$ cat src/rtl/parking_gate_controller_if.sv
// Gate-side signal bundle for parking_gate_controller.
// slave: controller view (requests and detector pulses in, gate state out).
// master: driver view (parking-lot top level or testbench).
interface parking_gate_controller_if #(
    parameter int unsigned CNT_W = 5
);
    logic             entry_req;
    logic             exit_req;
    logic             enter;
    logic             exit;
    logic             gate_open;
    logic             gate_dir;
    logic             entry_grant;
    logic             exit_grant;
    logic [CNT_W-1:0] occupancy;
    logic             full;
    logic             empty;
    logic             timeout_flag;

    modport slave (
        input  entry_req, exit_req, enter, exit,
        output gate_open, gate_dir, entry_grant, exit_grant,
        output occupancy, full, empty, timeout_flag
    );

    modport master (
        output entry_req, exit_req, enter, exit,
        input  gate_open, gate_dir, entry_grant, exit_grant,
        input  occupancy, full, empty, timeout_flag
    );
endinterface

$ cat src/rtl/parking_gate_controller.sv
// Single-lane parking gate sequencer: round-robin arbitration between entry
// and exit requests, one direction open at a time, settle gap after each
// passage, and the lot occupancy count.
// Optional macro GATE_TIMEOUT_EN: force the gate closed after TIMEOUT cycles
// in a grant state without the matching passage pulse.
module parking_gate_controller #(
    parameter int unsigned CAPACITY   = 16,
    parameter int unsigned CNT_W      = 5,
    parameter int unsigned SETTLE_CYC = 2,
    parameter int unsigned TIMEOUT    = 1000
) (
    input logic                      clk,
    input logic                      reset,
    parking_gate_controller_if.slave gate_if
);
    localparam int unsigned SetW = $clog2(SETTLE_CYC + 1);
    localparam logic [CNT_W-1:0] Cap        = CNT_W'(CAPACITY);
    localparam logic [SetW-1:0]  SettleLoad = SetW'(SETTLE_CYC - 1);

    // Reject parameter sets the counters cannot represent.
    if (CAPACITY < 1 || (64'(1) << CNT_W) <= 64'(CAPACITY) || SETTLE_CYC < 1 || TIMEOUT < 1)
    begin : g_bad_param
        $error("parking_gate_controller: illegal parameter combination");
    end

    typedef enum logic [1:0] {StIdle, StGrantIn, StGrantOut, StSettle} state_e;

    state_e           state_q;
    logic [CNT_W-1:0] occ_q;
    logic [SetW-1:0]  settle_q;
    logic             last_in_q;   // 1: last grant went inbound
    logic             gate_open_q;
    logic             gate_dir_q;
    logic             entry_grant_q;
    logic             exit_grant_q;
    logic             full;
    logic             empty;
    logic             entry_ok;

`ifdef GATE_TIMEOUT_EN
    localparam int unsigned TmoW = $clog2(TIMEOUT + 1);
    localparam logic [TmoW-1:0] TmoLast = TmoW'(TIMEOUT - 1);
    logic [TmoW-1:0] tmo_q;
    logic            timeout_flag_q;
`endif

    assign full     = (occ_q == Cap);
    assign empty    = (occ_q == '0);
    assign entry_ok = gate_if.entry_req && !full;

    // FSM, occupancy, settle counter and registered Moore outputs.
    always_ff @(posedge clk or posedge reset) begin
        if (reset) begin
            state_q       <= StIdle;
            occ_q         <= '0;
            settle_q      <= '0;
            last_in_q     <= 1'b0;
            gate_open_q   <= 1'b0;
            gate_dir_q    <= 1'b0;
            entry_grant_q <= 1'b0;
            exit_grant_q  <= 1'b0;
`ifdef GATE_TIMEOUT_EN
            tmo_q          <= '0;
            timeout_flag_q <= 1'b0;
`endif
        end else begin
            // Outputs follow the state one cycle later.
            gate_open_q   <= (state_q == StGrantIn) || (state_q == StGrantOut);
            gate_dir_q    <= (state_q == StGrantIn);
            entry_grant_q <= (state_q == StGrantIn);
            exit_grant_q  <= (state_q == StGrantOut);
`ifdef GATE_TIMEOUT_EN
            // Counter only survives while a grant state keeps incrementing it.
            tmo_q          <= '0;
            timeout_flag_q <= 1'b0;
`endif
            unique case (state_q)
                StIdle: begin
                    // On a tie, serve the side that was not served last.
                    if (entry_ok && (!gate_if.exit_req || !last_in_q)) begin
                        state_q   <= StGrantIn;
                        last_in_q <= 1'b1;
                    end else if (gate_if.exit_req) begin
                        state_q   <= StGrantOut;
                        last_in_q <= 1'b0;
                    end
                end
                StGrantIn: begin
                    if (gate_if.enter) begin
                        if (!full) occ_q <= occ_q + 1'b1;
                        state_q  <= StSettle;
                        settle_q <= SettleLoad;
                    end
`ifdef GATE_TIMEOUT_EN
                    else if (tmo_q == TmoLast) begin
                        state_q        <= StSettle;
                        settle_q       <= SettleLoad;
                        timeout_flag_q <= 1'b1;
                    end else begin
                        tmo_q <= tmo_q + 1'b1;
                    end
`endif
                end
                StGrantOut: begin
                    // A car may leave an empty lot; the count just stays at 0.
                    if (gate_if.exit) begin
                        if (!empty) occ_q <= occ_q - 1'b1;
                        state_q  <= StSettle;
                        settle_q <= SettleLoad;
                    end
`ifdef GATE_TIMEOUT_EN
                    else if (tmo_q == TmoLast) begin
                        state_q        <= StSettle;
                        settle_q       <= SettleLoad;
                        timeout_flag_q <= 1'b1;
                    end else begin
                        tmo_q <= tmo_q + 1'b1;
                    end
`endif
                end
                StSettle: begin
                    if (settle_q == '0) state_q <= StIdle;
                    else                settle_q <= settle_q - 1'b1;
                end
                default: state_q <= StIdle;
            endcase
        end
    end

    assign gate_if.gate_open   = gate_open_q;
    assign gate_if.gate_dir    = gate_dir_q;
    assign gate_if.entry_grant = entry_grant_q;
    assign gate_if.exit_grant  = exit_grant_q;
    assign gate_if.occupancy   = occ_q;
    assign gate_if.full        = full;
    assign gate_if.empty       = empty;
`ifdef GATE_TIMEOUT_EN
    assign gate_if.timeout_flag = timeout_flag_q;
`else
    assign gate_if.timeout_flag = 1'b0;
`endif
endmodule

$ cat src/flat_wrapper.sv
// flat-port wrapper written by rule: the top's interface ports become plain ports
module parking_gate_controller_flat 
#(
    parameter int unsigned CAPACITY   = 16,
    parameter int unsigned CNT_W      = 5,
    parameter int unsigned SETTLE_CYC = 2,
    parameter int unsigned TIMEOUT    = 1000
)
  (clk, reset, gate_if_entry_req, gate_if_exit_req, gate_if_enter, gate_if_exit, gate_if_gate_open, gate_if_gate_dir, gate_if_entry_grant, gate_if_exit_grant, gate_if_occupancy, gate_if_full, gate_if_empty, gate_if_timeout_flag);
  parking_gate_controller_if #(.CNT_W(CNT_W)) gate_if_i ();
  input logic clk;
  input logic reset;
  input wire logic [$bits(gate_if_i.entry_req)-1:0] gate_if_entry_req;
  input wire logic [$bits(gate_if_i.exit_req)-1:0] gate_if_exit_req;
  input wire logic [$bits(gate_if_i.enter)-1:0] gate_if_enter;
  input wire logic [$bits(gate_if_i.exit)-1:0] gate_if_exit;
  output wire logic [$bits(gate_if_i.gate_open)-1:0] gate_if_gate_open;
  output wire logic [$bits(gate_if_i.gate_dir)-1:0] gate_if_gate_dir;
  output wire logic [$bits(gate_if_i.entry_grant)-1:0] gate_if_entry_grant;
  output wire logic [$bits(gate_if_i.exit_grant)-1:0] gate_if_exit_grant;
  output wire logic [$bits(gate_if_i.occupancy)-1:0] gate_if_occupancy;
  output wire logic [$bits(gate_if_i.full)-1:0] gate_if_full;
  output wire logic [$bits(gate_if_i.empty)-1:0] gate_if_empty;
  output wire logic [$bits(gate_if_i.timeout_flag)-1:0] gate_if_timeout_flag;
  assign gate_if_i.entry_req = gate_if_entry_req;
  assign gate_if_i.exit_req = gate_if_exit_req;
  assign gate_if_i.enter = gate_if_enter;
  assign gate_if_i.exit = gate_if_exit;
  assign gate_if_gate_open = gate_if_i.gate_open;
  assign gate_if_gate_dir = gate_if_i.gate_dir;
  assign gate_if_entry_grant = gate_if_i.entry_grant;
  assign gate_if_exit_grant = gate_if_i.exit_grant;
  assign gate_if_occupancy = gate_if_i.occupancy;
  assign gate_if_full = gate_if_i.full;
  assign gate_if_empty = gate_if_i.empty;
  assign gate_if_timeout_flag = gate_if_i.timeout_flag;
  parking_gate_controller #(.CAPACITY(CAPACITY), .CNT_W(CNT_W), .SETTLE_CYC(SETTLE_CYC), .TIMEOUT(TIMEOUT)) u_core (.clk(clk), .reset(reset), .gate_if(gate_if_i));
endmodule
$ cat config.mk
export PLATFORM = sky130hd
export DESIGN_NAME = parking_gate_controller_flat
export DESIGN_NICKNAME = d
export VERILOG_FILES = /design/src/rtl/parking_gate_controller_if.sv /design/src/rtl/parking_gate_controller.sv /design/src/flat_wrapper.sv
export SDC_FILE = /design/constraint.sdc
export NUM_CORES = 1
export LEC_CHECK = 0
export CORE_ASPECT_RATIO = 1.2
export CORE_MARGIN = 1
export CORE_UTILIZATION = 40
export CTS_CLUSTER_DIAMETER = 100
export DETAILED_ROUTE_END_ITERATION = 7
export MAX_ROUTING_LAYER = met4
export PLACE_DENSITY_LB_ADDON = 0.1
export RECOVER_POWER = 100
export SYNTH_ARGS = -nofsm -noshare
export SYNTH_HDL_FRONTEND = slang
export SYNTH_SLANG_ARGS = --single-unit
$ cat constraint.sdc
create_clock -name clk -period 2.73 [get_ports clk]
set_input_delay 0.273 -clock clk [delete_from_list [all_inputs] [get_ports clk]]
set_output_delay 0.273 -clock clk [all_outputs]
set_load 0.005 [all_outputs]
Yosys cells after proc, flatten, opt, wreduce, memory -nomap -nowiden
Cells that the tools add are included.
- order comparisons: 0
- multipliers: 0
- reduce and logical (&&, ||, !) cells: 17
- $add $sub $neg: 3
- shifts and indexed selects: 0
- divide/modulo/power cells: 0
- bitwise logic cells: 0
- equality and inequality tests: 11
- mux-type cells: 17
- operator list (cell ; count):
    2-to-1 mux 5 bit ; 4
    2-to-1 mux 2 bit ; 8
    inequality test 2 bit (second input constant) ; 5
    one-hot mux 5 bit (2 select lines) ; 1
    one-hot mux 2 bit (4 select lines) ; 1
    AND reduction 4 bit ; 2
    one-hot mux 2 bit (3 select lines) ; 1
    adder 5 x 1 -> 5 bit (second input constant) ; 1
    equality test 5 bit (second input constant) ; 1
    zero test 5 bit ; 1
    AND reduction 5 bit ; 1
    subtractor 5 x 1 -> 5 bit (second input constant) ; 1
    equality test 2 bit (second input constant) ; 2
    zero test 2 bit ; 2
    nonzero test 2 bit ; 2
    zero test 1 bit ; 3
    inequality test 3 x 2 -> 1 bit (second input constant) ; 1
    nonzero test 3 bit ; 1
    equality test 2 x 1 -> 1 bit (second input constant) ; 1
    logical AND 1 bit ; 2
    logical OR 1 bit ; 2
    2-to-1 mux 1 bit ; 2
    inequality test 2 x 1 -> 1 bit (second input constant) ; 1
    AND reduction 2 bit ; 1
    subtractor 2 x 1 -> 2 bit (second input constant) ; 1
- bits in read-only memories: 0
- logic and storage cells: 55
- flip-flop bits (word level): 13
- output and inout port bits: 12
- bits in writable memories: 0
- memories: 0
- latch bits: 0

Depth between registers and ports, before layout
- depth in word-level cells: 6
- gate-level depth with buffers: 7
- mapped depth without buffers: 7

Worst setup path before layout
Ideal clock, no wire load.
- path kind: reg2reg
- start point: register u_core.state_q[0]
- end point: register u_core.occ_q[4] (netlist: u_core.gate_if.occupancy[4])
- setup time: 0.087 ns
- arrival time: 2.013 ns
- cell stages (with the launch flop): 8
- slack: 0.631 ns
- path buffers: 0
- cell sequence: dfrtp_1 > inv_1 > ha_1 > fa_1 > a21o_1 > a21oi_1 > mux2_2 > o211ai_1
- word-level cells in the longest chain between the ends: 3
- elaborated cells on any way between the ends: 9
- RTL lines (item ; RTL line ; RTL):
    start, declared ; parking_gate_controller.sv:28 ; state_e state_q;
    start signal, assigned ; parking_gate_controller.sv:54 ; state_q <= StIdle;
    start signal, assigned ; parking_gate_controller.sv:81 ; state_q <= StGrantIn;
    start signal, assigned ; parking_gate_controller.sv:84 ; state_q <= StGrantOut;
    equality test 2 x 1 -> 1 bit or equality test 2 bit (tied branches) ; parking_gate_controller.sv:77 ; unique case (state_q)
    inequality test 2 bit (no source line) or nonzero test 2 bit (tied branches) ; n/a ;
    AND reduction 5 bit (no source line) ; n/a ;
    end signal, assigned ; parking_gate_controller.sv:90 ; if (!full) occ_q <= occ_q + 1'b1;
    end signal, assigned ; parking_gate_controller.sv:107 ; if (!empty) occ_q <= occ_q - 1'b1;
    end, declared ; parking_gate_controller.sv:29 ; logic [CNT_W-1:0] occ_q;
Several ways; a longest one is shown, not always the timed one.
A chain may end at the register's enable or synchronous reset.

Worst setup path in the final report
- start point: register u_core.occ_q[0] (netlist: u_core.gate_if.occupancy[0])
- end point: output port gate_if_full
- word-level cells in the longest chain between the ends: 1
- RTL lines (item ; RTL line ; RTL):
    equality test 5 bit ; parking_gate_controller.sv:47 ; assign full = (occ_q == Cap);
    end, declared ; flat_wrapper.sv:22 ; output wire logic [$bits(gate_if_i.full)-1:0] gate_if_full;
Every way passes these cells.

==> flow_metrics.tcl <==
set metrics [dict create \
    status "completed" \
    finalNetCount 116 \
    cts_tree "yes" \
    start_util 0.422 \
    ys_seq_area_frac 0.376 \
    finalNonFillerCells 129 \
    syn_inst 82 \
    power_frac_comb 0.620 \
    place_ws_ns 0.459 \
    critPathRequiredTime_ns 2.46 \
    io_pins 18 \
    synth-seq-cells 13 \
    ir_drop_mv 0.590 \
    swShare 0.408 \
    synthFlopType "dfrtp_1" \
    hold_buffers 0 \
    fin_skew_ns 0.00701 \
    clock_power_share 0.093 \
    grt_max_degree 14 \
    chipHeight_um 53.0 \
    dp.cells 125 \
    p_int_uw 776 \
    finalWirelength_mm 1.54 \
    fin_area_mm2 0.00103 \
    vias 646 \
    area_delta_synth_final_pct 18.6 \
    cts-htree-levels 1 \
    antenna_found_initial 0 \
    powerDensity_mw_per_mm2 1280 \
    yosysMostFrequentCell "dfrtp_1" \
    finalSetupViolations 0 \
    drc_errors 0 \
    placed_area_mm2 0.00104 \
    period_minus_slack_ns 2.37 \
    async_flop_share 1.00 \
    synth_area_leaders "dfrtp_1 (38%), ha_1 (13%), inv_1 (3.9%), nand2_1 (3.0%), o2111ai_4 (3.0%)" \
    tightest_slew_ns 0.610 \
    yosys_warnings 0 \
    yosysTopAreaCell "dfrtp_1" \
    cts_buffer_depth 2 \
    fin_setup_tns_ns 0 \
    synth_top_area_frac 0.376 \
    cp_max_fo 6 \
    synth_edf_count 0 \
    cts_setup_buffers 0 \
    via_per_inst 5.01 \
    max_freq_mhz 422 \
    syn-num-nets 98 \
    fin_crit_sh 0.868 \
    synth_commonest_cells "dfrtp_1 (13), ha_1 (9), inv_1 (9)" \
    hpwl_mm 1.21 \
    diodes 0 \
    grt_overflow 0 \
    rsz0062_at_grt "no" \
    grt_usage 0.155 \
    slew_headroom 0.593 \
    die_w_um 44.5 \
    ant_nets 0 \
    grt_pass1_vias 620 \
    ctsResizeCount 0 \
    placementRows 18 \
    cp-start-kind "flip-flop" \
    wl_per_cell_um 11.9 \
    p_sw_uw 535 \
    hold_class "in -> async" \
    portBuffers 16 \
    hold-worst-slack_ns 0.449 \
    criticalPathCategory "reg -> out" \
    gp_congestion 0.780 \
    p_leak_nw 0.510 \
    cts_made_buffers 3 \
    cts.reportedPaths.clkPinSlew_ns 0.09 \
    synth_cell_types 32 \
    insertion_delay_ns 0.28 \
    synth_area_um2 866 \
    fin_ws_ns 0.361 \
    fp.dieArea_mm2 0.00236 \
    critPathCaptureType "primary output" \
    slew_viol_final 0 \
    hold_violations 0 \
    seqPwrFrac 0.287 \
    first_pass_iters 4 \
    maxCapViolations 0 \
    drive_above_1_share 0.0909 \
    crit_arrival_ns 2.10 \
    drt-initial-drc-count 9 \
    clockRootBuffer "clkbuf_4" \
    avgSynthCellArea_um2 10.6 \
    cts_sinks 13 \
    grt_pass1_wl_mm 2.55 \
    core_area_mm2 0.00205 \
]
[metal layers]
layer / track usage / routed length [µm] / up-vias
li1: - / - / 322
met1: 0.161 / 671 / 305
met2: 0.279 / 799 / 15
met3: 0.0205 / 42 / 4
met4: 0.0859 / 26 / 0
met5: - / 0 / -
[path summary, 6_finish.rpt]
kind / depth (start not counted) / slack [ns] / endpoint / start
min: 2 / 0.45 / u_core.gate_if.occupancy[0]$_DFFE_PP0P_ / reset
max: 3 / 0.36 / gate_if_full / u_core.gate_if.occupancy[0]$_DFFE_PP0P_
min in group clk: 1 / 0.49 / u_core.settle_q[1]$_DFFE_PP0P_ / u_core.settle_q[1]$_DFFE_PP0P_
min reg2reg: 1 / 0.49 / u_core.settle_q[1]$_DFFE_PP0P_ / u_core.settle_q[1]$_DFFE_PP0P_
max in group asynchronous: 2 / 1.94 / u_core.gate_if.occupancy[4]$_DFFE_PP0P_ / reset
max reg2reg: 7 / 0.45 / u_core.gate_if.occupancy[4]$_DFFE_PP0P_ / u_core.state_q[0]$_DFFE_PP0P_
[layout by cell type (no fill, tap or decap), types with 2 or more instances in the layout]
master,n
mux2_2,2
a21o_1,2
a21oi_1,2
o31ai_1,2
nand2_1,7
dlygate4sd3_1,12
nand2b_1,4
clkbuf_4,3
ha_1,9
inv_1,9
dfrtp_1,13
xnor2_1,2
clkdlybuf4s50_1,4
a21o_2,2
nor2_1,3
o21ai_0,6
[cell families (layout without fill, tap and decap cells)]
kind of cell | after synthesis | count (layout) | share of synthesized area
flops | 13 | 13 | 0.376
simple gates | 19 | 19 | 0.120
mux | 4 | 4 | 0.0549
other cells | 1 | 1 | 0.00433
xor+xnor | 3 | 3 | 0.0304
buf+inv | 12 | 29 | 0.0694
compound gates | 20 | 20 | 0.192
fa+ha+maj | 10 | 10 | 0.153
[stage by stage]
step                total power, mW   util
floorplan                      1.04      -
global route                   1.45  0.501
CTS                            1.42  0.520
finish                         1.31  0.501
global placement               1.28  0.506
detailed placement             1.29  0.506
[power groups by stage]
stage / sequential [mW] / clock, mW / combinational [mW]
after floorplan: 0.380 / 0 / 0.656
after detailed placement: 0.389 / 0 / 0.904
after global routing: 0.394 / 0.134 / 0.925
after global placement: 0.388 / 0 / 0.891
after CTS: 0.386 / 0.125 / 0.908
final: 0.376 / 0.122 / 0.814
[flip-flops by register name, indices dropped and copies added, names as in the netlist]
name	flops
u_core.gate_if.gate_dir	1
u_core.settle_q	2
u_core.gate_if.exit_grant	1
u_core.gate_if.occupancy	5
u_core.state_q	2
u_core.gate_if.gate_open	1
u_core.last_in_q	1
[worst max-delay path, stage by stage (launching register included)]
cell and delay (ns):
dfrtp_1 0.45, or4_1 0.67, nor2_1 0.12, dlygate4sd3_1 0.57
[area by class of cell]
cell class                 instances  area (µm²)
clock buffer                       3        22.5
clock inverter                     1        5.00
fill                             193        1020
inverter                           9        33.8
multi-input combinational         57         443
sequential                        13         325
tap                               30        37.5
timing repair buffer              16         160
Power figures use the tool's default switching activity.
